--- src/rtl/select_scan_encoder_pkg.sv ---
// select_scan_encoder_pkg: shared state encoding and default sizing for the select scan encoder
package select_scan_encoder_pkg;
  localparam int DEFAULT_NUM_INPUT = 4;
  typedef enum logic {
    IDLE = 1'b0,
    SCAN = 1'b1
  } state_e;
endpackage

--- src/rtl/select_scan_encoder_if.sv ---
// select_scan_encoder_if: capture handshake, index handshake and status flags of the select scan encoder
interface select_scan_encoder_if #(
  parameter int NUM_INPUT = 4
);
  localparam int ADDR_W = $clog2(NUM_INPUT);
  logic                 in_valid;
  logic                 out_ready;
  logic [NUM_INPUT-1:0] in_select;
  logic                 out_valid;
  logic                 in_ready;
  logic [ADDR_W-1:0]    out_address;
  logic                 out_last;
  logic                 out_multi;
  logic                 out_error;
  modport slave (
    input  in_valid, in_select, in_ready,
    output out_ready, out_valid, out_address, out_last, out_multi, out_error
  );
  modport master (
    output in_valid, in_select, in_ready,
    input  out_ready, out_valid, out_address, out_last, out_multi, out_error
  );
endinterface

--- src/rtl/select_scan_encoder_lowest_set_index.sv ---
// lowest_set_index: index of the lowest set bit of a vector, plus a flag for exactly one bit set
module lowest_set_index #(
  parameter  int NUM_INPUT = 4,
  localparam int ADDR_W    = $clog2(NUM_INPUT)
) (
  input  logic [NUM_INPUT-1:0] vec_i,
  output logic [ADDR_W-1:0]    index_o,
  output logic                 one_left_o
);
  // Scanning downward lets the lowest set bit win the last assignment.
  always_comb begin
    index_o = '0;
    for (int i = NUM_INPUT - 1; i >= 0; i--)
      if (vec_i[i]) index_o = ADDR_W'(i);
  end
  assign one_left_o = (|vec_i) && !(|(vec_i & (vec_i - NUM_INPUT'(1))));
endmodule

--- src/rtl/select_scan_encoder.sv ---
// select_scan_encoder: captures a select vector and emits the index of every set bit, lowest first, one per handshake
module select_scan_encoder
  import select_scan_encoder_pkg::*;
#(
  parameter int NUM_INPUT = DEFAULT_NUM_INPUT
) (
  input  logic                 clk,
  input  logic                 rst_n,
  select_scan_encoder_if.slave bus
);
  localparam int ADDR_W = $clog2(NUM_INPUT);
  state_e               state_q, state_d;
  logic [NUM_INPUT-1:0] pending_q, pending_d;
  logic                 multi_q, multi_d;
  logic                 error_q, error_d;
  logic [ADDR_W-1:0]    idx;
  logic                 one_left;
  lowest_set_index #(.NUM_INPUT(NUM_INPUT)) u_lsi (
    .vec_i      (pending_q),
    .index_o    (idx),
    .one_left_o (one_left)
  );
  always_ff @(posedge clk or negedge rst_n) begin
    if (!rst_n) begin
      state_q   <= IDLE;
      pending_q <= '0;
      multi_q   <= 1'b0;
      error_q   <= 1'b0;
    end else begin
      state_q   <= state_d;
      pending_q <= pending_d;
      multi_q   <= multi_d;
      error_q   <= error_d;
    end
  end
  // x & (x-1) clears the lowest set bit, i.e. the index just handed off.
  always_comb begin
    state_d   = state_q;
    pending_d = pending_q;
    multi_d   = multi_q;
    error_d   = 1'b0;
    if (state_q == IDLE && bus.in_valid) begin
      if (|bus.in_select) begin
        pending_d = bus.in_select;
        multi_d   = |(bus.in_select & (bus.in_select - NUM_INPUT'(1)));
        state_d   = SCAN;
      end else begin
        error_d   = 1'b1;
      end
    end else if (state_q == SCAN && bus.in_ready) begin
      pending_d = pending_q & (pending_q - NUM_INPUT'(1));
      state_d   = one_left ? IDLE : SCAN;
    end
  end
  assign bus.out_ready   = state_q == IDLE;
  assign bus.out_valid   = state_q == SCAN;
  assign bus.out_address = idx;
  assign bus.out_last    = one_left && state_q == SCAN;
  assign bus.out_multi   = multi_q;
  assign bus.out_error   = error_q;
endmodule

--- src/flat_wrapper.sv ---
// flat-port wrapper written by rule: the top's interface ports become plain ports
module select_scan_encoder_flat import select_scan_encoder_pkg::*;
#(
  parameter int NUM_INPUT = DEFAULT_NUM_INPUT
)
  (clk, rst_n, bus_in_valid, bus_in_select, bus_in_ready, bus_out_ready, bus_out_valid, bus_out_address, bus_out_last, bus_out_multi, bus_out_error);
  select_scan_encoder_if #(.NUM_INPUT(NUM_INPUT)) bus_i ();
  input  logic clk;
  input  logic rst_n;
  input wire logic [$bits(bus_i.in_valid)-1:0] bus_in_valid;
  input wire logic [$bits(bus_i.in_select)-1:0] bus_in_select;
  input wire logic [$bits(bus_i.in_ready)-1:0] bus_in_ready;
  output wire logic [$bits(bus_i.out_ready)-1:0] bus_out_ready;
  output wire logic [$bits(bus_i.out_valid)-1:0] bus_out_valid;
  output wire logic [$bits(bus_i.out_address)-1:0] bus_out_address;
  output wire logic [$bits(bus_i.out_last)-1:0] bus_out_last;
  output wire logic [$bits(bus_i.out_multi)-1:0] bus_out_multi;
  output wire logic [$bits(bus_i.out_error)-1:0] bus_out_error;
  assign bus_i.in_valid = bus_in_valid;
  assign bus_i.in_select = bus_in_select;
  assign bus_i.in_ready = bus_in_ready;
  assign bus_out_ready = bus_i.out_ready;
  assign bus_out_valid = bus_i.out_valid;
  assign bus_out_address = bus_i.out_address;
  assign bus_out_last = bus_i.out_last;
  assign bus_out_multi = bus_i.out_multi;
  assign bus_out_error = bus_i.out_error;
  select_scan_encoder #(.NUM_INPUT(NUM_INPUT)) u_core (.clk(clk), .rst_n(rst_n), .bus(bus_i));
endmodule
--- config.mk ---
export PLATFORM = sky130hd
export DESIGN_NAME = select_scan_encoder_flat
export DESIGN_NICKNAME = d
export VERILOG_FILES = /design/src/rtl/select_scan_encoder_pkg.sv /design/src/rtl/select_scan_encoder_if.sv /design/src/rtl/select_scan_encoder_lowest_set_index.sv /design/src/rtl/select_scan_encoder.sv /design/src/flat_wrapper.sv
export SDC_FILE = /design/constraint.sdc
export NUM_CORES = 1
export LEC_CHECK = 0
export ABC_AREA = 1
export BUFFER_PORTS_ARGS = -buffer_cell sky130_fd_sc_hd__buf_2
export CORE_AREA = 5 5 42 44
export CTS_CLUSTER_DIAMETER = 30
export DETAILED_ROUTE_END_ITERATION = 6
export DIE_AREA = 0 0 47 49
export PLACE_DENSITY_LB_ADDON = 0.25
export SETUP_SLACK_MARGIN = 0.02
export SLEW_MARGIN = 20
export SYNTH_ARGS = -nofsm -noshare
export SYNTH_HDL_FRONTEND = slang
export SYNTH_SLANG_ARGS = --single-unit
--- constraint.sdc ---
create_clock -name clk -period 3 [get_ports clk]
set_clock_uncertainty 0.2 [all_clocks]
set_input_delay 0.3 -clock clk [delete_from_list [all_inputs] [get_ports clk]]
set_output_delay 0.3 -clock clk [all_outputs]
set_load 0.05 [all_outputs]
# Word-level counts from Yosys, hierarchy flattened
# Index checks and enable logic that the tools add are counted.
# op_classes
add_sub_neg	2
eq_ne	1
mux	13
n_reduce_logical	12
bitwise	3
# op_table
operator	n
$reduce_or 4->1	4
$mux 4	3
$and 4x4->4	2
$mux 2	4
$sub 4x1->4 const B	2
$mux 1	6
$logic_and 1x1->1	4
$reduce_and 2->1	2
$ne 2x2->1 const B	1
$reduce_bool 2->1	1
$logic_not 1->1	1
$not 1->1	1
# word_totals
reg_bits	7
word_cells	35
input_bits	8

# Logic depth before layout (Yosys ltp)
# depth
depth_word	8
depth_mapped	7
ltp_nobuf	7

# Modules after synthesis
# Synthesis repeated with hierarchy kept, for this count alone.
# unflattened
cells_unflattened	68
hier_area_um2	466.7
# by_module_without_submodules
mod	n_inst	cells_per_inst	seq_area_each_um2	area_each_um2
select_scan_encoder	1	52	175.2	402.9
lowest_set_index	1	16	0.0	63.8

# Worst setup path after synthesis
# OpenSTA, ideal clock, no wires.
# synth_path
path_type	flip-flop to output port
start	register u_core.state_q, in the netlist u_core.bus.out_valid
end	output port bus_out_last
arrival_ns	1.621
required_ns	2.500
setup_slack_ns	0.879
stages_incl_launch_ff	3
n_path_buf	0
cell_sequence	dfrtp_1 inv_2 nor2_1
# synth_between
elab_chain_len	1
# synth_lines
element	line_no	text
start, declared	select_scan_encoder.sv:12	state_e state_q, state_d;
start signal, assigned	select_scan_encoder.sv:30	state_q <= state_d;
$logic_and 1x1->1	select_scan_encoder.sv:58	assign bus.out_last = one_left && state_q == SCAN;
end, declared	flat_wrapper.sv:16	output wire logic [$bits(bus_i.out_last)-1:0] bus_out_last;
# Every way passes these cells.

# Final worst setup path
# layout_path
start	register u_core.pending_q[0]
end	output port bus_out_last
# layout_between
elab_chain_len	6
word_cells_on_any_way	7
classes_between	add/sub (1); bitwise (1); reduce/logical (5)
# layout_lines
element	line_no	text
start, declared	select_scan_encoder.sv:13	logic [NUM_INPUT-1:0] pending_q, pending_d;
start signal, assigned	select_scan_encoder.sv:31	pending_q <= pending_d;
$sub 4x1->4	select_scan_encoder_lowest_set_index.sv:16	assign one_left_o = (|vec_i) && !(|(vec_i & (vec_i - NUM_INPUT'(1))));
$and 4x4->4	select_scan_encoder_lowest_set_index.sv:16	
$reduce_or 4->1	select_scan_encoder_lowest_set_index.sv:16	
$logic_not 1->1	select_scan_encoder_lowest_set_index.sv:16	
$logic_and 1x1->1 (*)	select_scan_encoder_lowest_set_index.sv:16	
$logic_and 1x1->1 (*)	select_scan_encoder.sv:58	
# Mark *: on every way between the ends. The rest lies on a longest branch, timed or not.

==> out/metrics.csv <==
metric,value,unit
status,completed,
avgSynthCellArea,6.85,µm²
start_util,0.318,
yosysMostFrequentCell,nand2_1,
yosys-top-cells-area,"dfrtp_1, nand2_1, nand3_1",
max_slew_margin,0.835,
path_clk_slew,0.05,ns
drtPass1Iterations,4,
max-vdd-ir-drop,0.555,mV
layout.nets,93,
io_buffer_count,14,
drt_wl_total,902,µm
cts_resized,0,
multi_input_area,229,µm²
layout-drive-gt1-share,0.298,
grt_max_degree,8,
area_growth,28.4,%
synthesis.instances,65,
cts.sinks,7,
seq_power_share,0.233,
htree_levels,1,
required,2.50,ns
arrival,1.35,ns
netlist_top_cells_count,"nand2_1, inv_1, nand3_1",
synth_edf_count,0,
yosysWarnings,0,
p_clk_frac,0.119,
power_density,1230,mW/mm²
period_minus_slack,1.85,ns
fillCellCount,167,
yosys.area.top_type,dfrtp_1,
power_switching,0.407,mW
grt_first_pass_wirelength,1.59,mm
ys_seq_area_frac,0.393,
synthFlopType,dfrtp_1,
setup-tns-final,0,ns
antenna_left,0,
clkLatencyLatePin,0.25,ns
fin_ws,1.15,ns
intPower,0.294,mW
setup_viol,0,
dieHeight,49,µm
cts_tree,yes,
antenna_found_initial,0,
overflow,0,
finalMaxSlewViolations,0,
rsz0062_at_grt,no,
postCtsSetupBuffers,0,
fp-row-count,14,
clockBufferDepth,2,
vias_per_cell,4.34,
dp_cells,95,
detail_route.iter0.violations,6,
cts-root-buf,clkbuf_4,
netlist_area,445,µm²
drv_cap,0,
comb_power_share,0.647,
grt_pass1_vias,394,
core-area,0.00140,mm²
drc_errors,0,
critical_path_class,register to output port,
hpwl,745,µm
pre_cts_slack,1.41,ns
synth_nets,73,
crit_fanout,4,
finalCritPeriodShare,0.616,
p_leak,0.344,nW
yosysTopAreaCellShare,0.393,
ioPinCount,15,
grt_usage,0.0964,
whs,0.115,ns
antennaDiodeCount,0,
regArea,175,µm²
cp-end-kind,output port,
via_count,434,
startpoint_type,register,
async_flop_share,1.00,
swShare,0.581,
cts_buffers,3,
synthDistinctLibCells,13,
fin_total_pwr,0.702,mW
fp.dieArea,0.00230,mm²
synth_seq_cells,7,
ctsHoldBuffers,1,
max_freq,541,MHz
layoutNonFillerInstCount,100,
die_w,47,µm
tightestPinTransition,0.249,ns
hold_viol,0,
hold_class,input pin to register,
wire_per_inst,9.02,µm
gp_congestion,0.755,
[cell usage in the layout (no fill, tap or decap), types with 2 or more instances in the layout]
master	count
clkbuf_4	3
o21ai_0	3
buf_2	14
nand2_1	25
nand3_1	8
nor2_1	3
inv_2	2
inv_1	9
nand2_4	3
dfrtp_1	7
[area by class of cell]
cell class	instances	share of cell area
clock buffers	4	0.0460
well taps	16	0.0350
multi-input cells	47	0.400
flip-flops and latches	7	0.306
inverters	11	0.0722
repair buffers	15	0.140
[logic make-up after synthesis]
| group | Yosys count | share of synthesized area |
|---|---|---|
| flip-flops | 7 | 0.393 |
| AND/OR/NAND/NOR | 41 | 0.438 |
| AO/OA/AOI/OAI | 6 | 0.0758 |
| buffers and inverters | 11 | 0.0927 |
[routing by layer]
| layer | vias up | global-route usage | part of all wire |
|---|---|---|---|
| met1 | 182 | 0.123 | 0.46 |
| met2 | 11 | 0.129 | 0.46 |
| met3 | 3 | 0.0221 | 0.055 |
| met5 | - | 0 | 0 |
| met4 | 0 | 0.0829 | 0.028 |
| li1 | 238 | - | - |
[sequential cells by signal (all words and copies together), names as in the netlist]
name	flops
u_core.bus.out_valid	1
u_core.pending_q	4
u_core.bus.out_error	1
u_core.bus.out_multi	1
[metrics by stage]
stage / instance area [µm²] / utilization
final: 572 / 0.408
after global routing: 572 / 0.408
after CTS: 572 / 0.408
after detailed placement: 536 / 0.382
after global placement: 536 / 0.382
after floorplan: 445 / -
[power groups by stage]
stage,sequential (mW),clock [mW],combinational (mW)
after global routing,0.170,0.0982,0.490
after global placement,0.163,0,0.458
after floorplan,0.209,0,0.319
after CTS,0.163,0.0879,0.461
final,0.164,0.0838,0.454
after detailed placement,0.165,0,0.458
[critical path, stage by stage, from the launching register on]
cell and delay, ns:
dfrtp_1 0.40, nor2_1 0.15, nand2_1 0.09, nand2_1 0.08, nand2_1 0.06, nor2_1 0.07
buf_2 0.26
[worst paths after layout]
path | cells after the start | slack [ns] | to | from
setup / recovery | 6 | 1.15 | bus_out_last | u_core.pending_q[0]
hold / removal | 3 | 0.12 | u_core.pending_q[0] | bus_in_select[0]
setup reg to reg | 7 | 1.78 | u_core.pending_q[1] | u_core.bus.out_valid
hold reg to reg | 2 | 0.29 | u_core.bus.out_multi | u_core.bus.out_multi
max in group asynchronous | 2 | 2.23 | u_core.pending_q[0] | rst_n
min in group asynchronous | 2 | 0.21 | u_core.bus.out_error | rst_n
Power figures use the tool's default switching activity.
